==> src/rtl/rv_ifetch.sv <==
// rv_ifetch: halfword-aligned instruction fetch/align stage with a 2-entry word buffer.
// Define RV_IFETCH_PREFETCH_EN to prefetch the next sequential word on a buffer hit.
module rv_ifetch #(
  parameter int AW = 32
) (
  input  logic          clk,
  input  logic          reset,
  input  logic [AW-1:0] c_adr,
  input  logic          c_re,
  output logic [31:0]   c_dr,
  output logic          c_rdy,
  input  logic          flush,
  output logic [AW-1:0] m_adr,
  output logic          m_re,
  input  logic [31:0]   m_dr,
  input  logic          m_rdy
);
  localparam int TW = AW - 2;
`ifdef RV_IFETCH_PREFETCH_EN
  typedef enum logic [1:0] {IDLE, CHECK, FILL, PF} state_t;
  logic rv_q, rv_d, pmiss, pv;
  logic [TW-1:0] pw;
`else
  typedef enum logic [1:0] {IDLE, CHECK, FILL} state_t;
`endif
  state_t st_q, st_d;
  logic [AW-1:1] req_q, req_d;
  logic [1:0][TW-1:0] tag_q, tag_d;
  logic [1:0][31:0] dat_q, dat_d;
  logic [1:0] val_q, val_d, h0, h1, oh;
  logic lru_q, lru_d, vic_q, vic_d, fl_q, fl_d, nd1, hit, vic, wv;
  logic [TW-1:0] fw_q, fw_d, w0, w1, mw;
  logic [31:0] cdr_q, d0, d1, win;
  logic unused_c_adr0;
  assign unused_c_adr0 = c_adr[0];
  assign w0  = req_q[AW-1:2];
  assign w1  = w0 + TW'(1);
  assign nd1 = req_q[1];
  assign h0  = {val_q[1] && tag_q[1] == w0, val_q[0] && tag_q[0] == w0};
  assign h1  = {val_q[1] && tag_q[1] == w1, val_q[0] && tag_q[0] == w1};
  assign hit = |h0 && (!nd1 || |h1);
  assign d0  = h0[0] ? dat_q[0] : dat_q[1];
  assign d1  = h1[0] ? dat_q[0] : dat_q[1];
  assign win = nd1 ? {d1[15:0], d0[31:16]} : d0;
  // Victim avoids the entry holding the other needed word, else falls back to LRU.
  assign oh  = |h0 ? h0 : (nd1 ? h1 : 2'b00);
  assign vic = oh[0] ? 1'b1 : (oh[1] ? 1'b0 : lru_q);
  assign mw  = |h0 ? w1 : w0;
  assign wv  = !(fl_q || flush);
  assign c_dr = c_rdy ? win : cdr_q;
`ifdef RV_IFETCH_PREFETCH_EN
  assign pw    = (nd1 ? w1 : w0) + TW'(1);
  assign pmiss = !((val_q[0] && tag_q[0] == pw) || (val_q[1] && tag_q[1] == pw));
  assign pv    = nd1 ? h1[0] : h0[0];
`endif
  always_comb begin
    st_d = st_q;
    req_d = req_q;
    tag_d = tag_q;
    dat_d = dat_q;
    val_d = flush ? 2'b00 : val_q;
    lru_d = lru_q;
    vic_d = vic_q;
    fw_d = fw_q;
    fl_d = 1'b0;
    c_rdy = 1'b0;
    m_re = 1'b0;
    m_adr = '0;
`ifdef RV_IFETCH_PREFETCH_EN
    rv_d = rv_q;
`endif
    case (st_q)
      IDLE: begin
        req_d = c_re ? c_adr[AW-1:1] : req_q;
        st_d = c_re ? CHECK : IDLE;
      end
      CHECK: begin
        if (hit) begin
          c_rdy = 1'b1;
          req_d = c_re ? c_adr[AW-1:1] : req_q;
          st_d = c_re ? CHECK : IDLE;
`ifdef RV_IFETCH_PREFETCH_EN
          if (pmiss) begin
            st_d = PF;
            fw_d = pw;
            vic_d = pv;
            rv_d = c_re;
          end
`endif
        end else begin
          st_d = FILL;
          fw_d = mw;
          vic_d = vic;
        end
      end
      FILL: begin
        m_re = 1'b1;
        m_adr = {fw_q, 2'b00};
        fl_d = fl_q || flush;
        if (m_rdy) begin
          dat_d[vic_q] = m_dr;
          tag_d[vic_q] = fw_q;
          val_d[vic_q] = wv;
          lru_d = ~vic_q;
          fl_d = 1'b0;
          // A straddle missing both words chains straight into the second fill.
          if (wv && nd1 && fw_q == w0 && !(|h1)) begin
            fw_d = w1;
            vic_d = ~vic_q;
          end else begin
            st_d = CHECK;
          end
        end
      end
`ifdef RV_IFETCH_PREFETCH_EN
      PF: begin
        m_re = 1'b1;
        m_adr = {fw_q, 2'b00};
        fl_d = fl_q || flush;
        if (rv_q && hit) begin
          c_rdy = 1'b1;
          req_d = c_re ? c_adr[AW-1:1] : req_q;
          rv_d = c_re;
        end else if (!rv_q && c_re) begin
          req_d = c_adr[AW-1:1];
          rv_d = 1'b1;
        end
        if (m_rdy) begin
          dat_d[vic_q] = m_dr;
          tag_d[vic_q] = fw_q;
          val_d[vic_q] = wv;
          lru_d = ~vic_q;
          fl_d = 1'b0;
          st_d = rv_d ? CHECK : IDLE;
        end
      end
`endif
      default: st_d = IDLE;
    endcase
  end
  always_ff @(posedge clk) begin
    if (reset) begin
      st_q <= IDLE;
      req_q <= '0;
      tag_q <= '0;
      dat_q <= '0;
      val_q <= 2'b00;
      lru_q <= 1'b0;
      vic_q <= 1'b0;
      fw_q <= '0;
      fl_q <= 1'b0;
      cdr_q <= '0;
`ifdef RV_IFETCH_PREFETCH_EN
      rv_q <= 1'b0;
`endif
    end else begin
      st_q <= st_d;
      req_q <= req_d;
      tag_q <= tag_d;
      dat_q <= dat_d;
      val_q <= val_d;
      lru_q <= lru_d;
      vic_q <= vic_d;
      fw_q <= fw_d;
      fl_q <= fl_d;
      cdr_q <= c_dr;
`ifdef RV_IFETCH_PREFETCH_EN
      rv_q <= rv_d;
`endif
    end
  end
endmodule

==> config.mk <==
export PLATFORM = sky130hd
export DESIGN_NAME = rv_ifetch
export DESIGN_NICKNAME = d
export VERILOG_FILES = /design/src/rtl/rv_ifetch.sv
export SDC_FILE = /design/constraint.sdc
export NUM_CORES = 1
export LEC_CHECK = 0
export ABC_AREA = 1
export CAP_MARGIN = 20
export CORE_AREA = 8 8 159 161
export CTS_CLUSTER_SIZE = 8
export DETAILED_ROUTE_END_ITERATION = 10
export DIE_AREA = 0 0 167 169
export HOLD_SLACK_MARGIN = 0.02
export PLACE_DENSITY = 0.81
export SYNTH_ARGS = -nofsm -noshare
export SYNTH_HDL_FRONTEND = slang
export SYNTH_SLANG_ARGS = --single-unit
export TNS_END_PERCENT = 100
==> constraint.sdc <==
create_clock -name clk -period 4 [get_ports clk]
set_input_delay 1 -clock clk [delete_from_list [all_inputs] [get_ports clk]]
set_output_delay 1 -clock clk [all_outputs]
set_load 0.01 [all_outputs]
## Yosys cells after proc, flatten, opt, wreduce, memory -nomap -nowiden

Cells that the tools add are included.

- Input port bits: 69
- Register bits: 224
- Output and inout bits: 66
- Logic and storage cells: 94

- Equality and inequality tests: 12
- Reduce and logical (&&, ||, !) cells: 24
- Bitwise gates (word level): 2
- Add/sub/neg operators: 1
- $lt $le $gt $ge: 2
- Multiplexer cells: 41

Operators by type and width:

| cell | count |
|---|---|
| 2-to-1 mux 32 bit | 5 |
| equality test 30 bit | 5 |
| 2-to-1 mux 30 bit | 5 |
| bitwise mux 64 bit | 1 |
| 2-to-1 mux 31 bit | 2 |
| one-hot mux 31 bit (2 select lines) | 1 |
| bitwise mux 60 bit | 1 |
| one-hot mux 30 bit (2 select lines) | 1 |
| demux 32 bit (select 1 bit) | 1 |
| adder 30 x 1 -> 30 bit, second input constant | 1 |
| demux 30 bit (select 1 bit) | 1 |
| 2-to-1 mux 16 bit | 1 |
| 2-to-1 mux 2 bit | 8 |
| 2-to-1 mux 1 bit | 10 |
| != test 2 bit, second input constant | 5 |
| logical AND 1 bit | 9 |
| one-hot mux 2 bit (3 select lines) | 1 |
| AND reduction 2 bit | 3 |
| AND reduction 4 bit | 1 |
| nonzero test 2 bit | 2 |
| OR reduction 2 bit | 2 |
| logical NOT 1 bit | 3 |
| OR reduction 3 bit | 1 |
| bitwise mux 2 bit | 1 |
| other kinds (9) | 11 |

## Longest topological paths before layout

- Depth after elaboration: 9
- Mapped depth: 22
- Depth with buffers taken out: 20

## Least setup slack after synthesis

OpenSTA, ideal clock, no wires.

- Path kind: flip-flop to output port
- Start point: reg req_q[2] in the netlist's numbering
- End point: out c_dr[19]
- Arrival: 2.396 ns
- Data required time: 3.000 ns
- Cell stages (with the launch flop): 20
- Path buffers: 1
- Path slack: 0.604 ns
- Cell sequence: dfxtp_1 -> ha_1 -> nand2_1 -> nor2_4 -> nand2_4 -> nor2_8 -> nand2_1 -> nand2_1 -> nand2_2 -> nand2_1 -> nand2_1 -> nor2_1 -> nand2_1 -> nor2_2 -> nand3_4 -> nand3_2 -> nand3_1 -> buf_2 -> o21ai_0 -> inv_1

- Longest elaborated chain between the ends: 9
- Elaborated cells on any way between the ends: 19
- Those cells by class: add/sub: 1; eq/ne: 4; mux: 6; reduce/logical: 8

Ends and longest elaborated chain:

| what | line | text |
|---|---|---|
| from (decl) | 27 | `logic [AW-1:1] req_q, req_d;` |
| from (signal assigned) | 158 | `req_q <= req_d;` |
| adder 30 x 1 -> 30 bit | 37 | `assign w1 = w0 + TW'(1);` |
| equality test 30 bit | 40 | `assign h1 = {val_q[1] && tag_q[1] == w1, val_q[0] && tag_q[0] == w1};` |
| logical AND 1 bit | 40 |  |
| OR reduction 2 bit | 41 | `assign hit = \|h0 && (!nd1 \|\| \|h1);` |
| logical OR 1 bit | 41 |  |
| logical AND 1 bit | 41 |  |
| 2-to-1 mux 1 bit | 78 | `if (hit) begin` |
| 2-to-1 mux 1 bit | 72 | `case (st_q)` |
| 2-to-1 mux 32 bit (*) | 50 | `assign c_dr = c_rdy ? win : cdr_q;` |
| to (decl) | 10 | `output logic [31:0] c_dr,` |

Mark *: on every way between the ends. The rest lies on a longest branch, timed or not.

## Final worst setup path

- Start point: reg req_q[3] in the netlist's numbering
- End point: out c_dr[20]

The elaborated chain is that of the path after synthesis.

==> flow_summary.json <==
{
  "outcome": "finished, violations left",
  "failed_checks": "negative setup slack",
  "drv_slew": 0,
  "ys_ff_latch": 224,
  "dr.pass1.iters": 7,
  "vias_per_cell": 6.02,
  "utilization_pct": 78.1,
  "final_cell_mix": "nand2_1, nor2_1, buf_4",
  "die_w_um": 167,
  "worstPathArrival_ps": 3830,
  "cts_root_buffer": "clkbuf_16",
  "path_max_fanout": 6,
  "holdCritPathClass": "register to register",
  "rsz0062_at_grt": "true",
  "initial_utilization_pct": 56.7,
  "final_common_cell": "nand2_1",
  "worstSetupStartpointType": "register",
  "die_h_um": 169,
  "drive_above_1_share_pct": 22.4,
  "ir_drop_uv": 438,
  "areaGrowthSynthToFinish_pct": 37.6,
  "yosysUniqueCellTypes": 44,
  "wl_per_cell_um": 21.3,
  "worstSetupPathType": "register to primary output",
  "rows": 56,
  "min_period_ps": 4830,
  "postCtsHoldBufs": 0,
  "dieArea_um2": 28200,
  "grt_usage_pct": 36.9,
  "grt_max_degree": 94,
  "syn_area_um2": 13000,
  "drcViolationCount": 0,
  "met1_usage_pct": 43.4,
  "clock_path_buffers": 3,
  "grtUsageMet3_pct": 7.94,
  "detail-route-antenna-nets": 0,
  "fin_nets": 2423,
  "critPathCaptureType": "primary output",
  "pre_cts_slack_ps": -452,
  "max_freq_ghz": 0.207,
  "finalSetupViolCount": 33,
  "insertion_delay_ps": 590,
  "overflow": 0,
  "first_global_vias": 15000,
  "synth_cells": 2034,
  "worst_pin_slew_ps": 972,
  "finalWorstSetupSlack_ps": -827,
  "crit_chain": "ha_4, nand2_4, nor2_4, buf_12, nand2_8, nor2_8, buf_6, xnor3_1, nor2_2, nand2_1, nor2_2, nand3_2, nand3_4, buf_12, buf_4, nand3_2, nand2_1, o21ai_2, inv_1, buf_2",
  "yosys_warnings": 0,
  "top_usage_layer": "met2",
  "core_um2": 22900,
  "vias": 15900,
  "drt-total-wl_um": 56400,
  "powerDensity_nw_per_um2": 332,
  "antenna_found_initial": 2,
  "nFillCells": 1615,
  "cts_tree": "built",
  "cp_slowest_stage_delay_ps": 360,
  "min_period_over_period_pct": 121,
  "hpwl_um": 35000,
  "cap_violations": 0,
  "post_synth.cell_area_avg_um2": 6.39,
  "drtIter0Drc": 2257,
  "hold_viol": 0,
  "place.gp.congestion": 1.03,
  "final.setup_skew_ps": 23.0,
  "maxSlewHeadroom_pct": 35.2,
  "htree_levels": 1,
  "clk_pin_slew_ps": 50,
  "grt_first_pass_wirelength_um": 82700,
  "slowest_stage": "dfxtp_4",
  "cts_sinks": 224,
  "pin_count": 135,
  "cts_buffers": 31,
  "p_leak_nw": 8.41,
  "seq_area_frac_synth_pct": 34.5,
  "grtUsageMet2_pct": 62.1,
  "cp_data_required_time_ps": 3000,
  "port-buffer-count": 131
}
## metrics by stage
stage | instance area (µm²) | setup TNS (ps) | hold WS (ps) | instances | total power, mW
final | 17900 | -22740 | 445 | 2643 | 5.94
after global routing | 17900 | -24860 | 465 | 2642 | 6.12
after global placement | 15800 | -13350 | 433 | 2552 | 3.51
after CTS | 17600 | -16720 | 446 | 2629 | 5.83
after floorplan | 13000 | 0 | 425 | 2035 | 3.07
after detailed placement | 15900 | -13010 | 438 | 2553 | 3.53
## area by class of cell
type,count,area (µm²),share of cell area [%]
clock buffer,31,776,4.34
antenna,1,2.50,0.0140
timing repair buffer,408,3720,20.8
clock inverter,1,20.0,0.112
tap,290,363,2.03
sequential,224,4510,25.2
multi-input combinational,1477,7700,43.1
inverter,211,798,4.46
## critical path: cells and delay by family (launching register included)
| family | cells | cell delay (ps) |
|---|---|---|
| AND/OR/NAND/NOR | 11 | 1480 |
| buffers and inverters | 6 | 890 |
| flip-flops | 1 | 360 |
| XOR/XNOR | 1 | 260 |
| adder cells (fa/ha/maj) | 1 | 160 |
| AO/OA/AOI/OAI | 1 | 80 |
## logic make-up (layout without fill, tap and decap cells)
| kind of cell | Yosys count | in the layout | synth area share, % |
|---|---|---|---|
| simple gates | 1009 | 1012 | 33.6 |
| xor+xnor | 78 | 78 | 5.42 |
| fa+ha+maj | 1 | 1 | 0.0962 |
| compound gates | 384 | 384 | 15.8 |
| flops | 224 | 224 | 34.5 |
| buf+inv | 337 | 651 | 10.6 |
| other cells | 1 | 3 | 0.0288 |
## what timing repair did
item                       CTS  global route
pin swaps                   50            28
gates resized for setup    251            73
gates cloned                10             1
buffers inserted            34            13
setup endpoints to repair   33            33
## sequential cells by signal, summed over array words and instances (netlist names)
signal	cells
vic_q	1
cdr_q	32
lru_q	1
tag_q	60
fw_q	30
dat_q	64
req_q	31
val_q	2
fl_q	1
st_q	2
## cells in the mapped netlist, drive strengths merged
master | n | area [µm²]
nor4 | 16 | 100
and2 | 2 | 12.5
o21bai | 2 | 15.0
a21boi | 1 | 7.51
nor4b | 1 | 8.76
clkinv | 3 | 11.3
inv | 208 | 781
nand3 | 126 | 676
xor2 | 40 | 358
nor3 | 19 | 100
xnor2 | 37 | 324
nand4 | 20 | 125
a21oi | 148 | 771
clkbuf | 68 | 255
or2 | 19 | 119
o2111ai | 4 | 35.0
conb | 1 | 3.75
xnor3 | 1 | 22.5
nand3b | 3 | 22.5
o211ai | 32 | 240
nor3b | 5 | 37.5
nor2 | 284 | 1190
nand2 | 513 | 1970
ha | 1 | 12.5
dfxtp | 224 | 4480
o21ai | 197 | 986
buf | 58 | 330
nand2b | 1 | 6.26
## routing by layer
metal | up-vias | part of all wire, %
met5 | - | 0
met4 | 0 | 7.3
met3 | 370 | 11
met2 | 1167 | 46
met1 | 7277 | 36
li1 | 7109 | -
## path summary, 6_finish.rpt
kind,start,end,slack (ps),depth (start not counted)
worst max-delay path,req_q[3]$_SDFFE_PP0P_,c_dr[20],-830,20
worst min-delay path,dat_q[57]$_SDFFE_PP0P_,dat_q[57]$_SDFFE_PP0P_,450,2
worst max register to register,req_q[3]$_SDFFE_PP0P_,fw_q[29]$_SDFFE_PP0P_,210,23
worst min register to register,dat_q[57]$_SDFFE_PP0P_,dat_q[57]$_SDFFE_PP0P_,450,2
## report_power, final
part | switching, mW | internal (mW) | total (mW) | leakage [nW]
logic | 0.719 | 0.471 | 1.19 | 6.19
clock network | 0.985 | 1.35 | 2.33 | 0.392
registers | 0.0857 | 2.33 | 2.41 | 1.82
No activity file was read; power rests on OpenSTA's default activity.
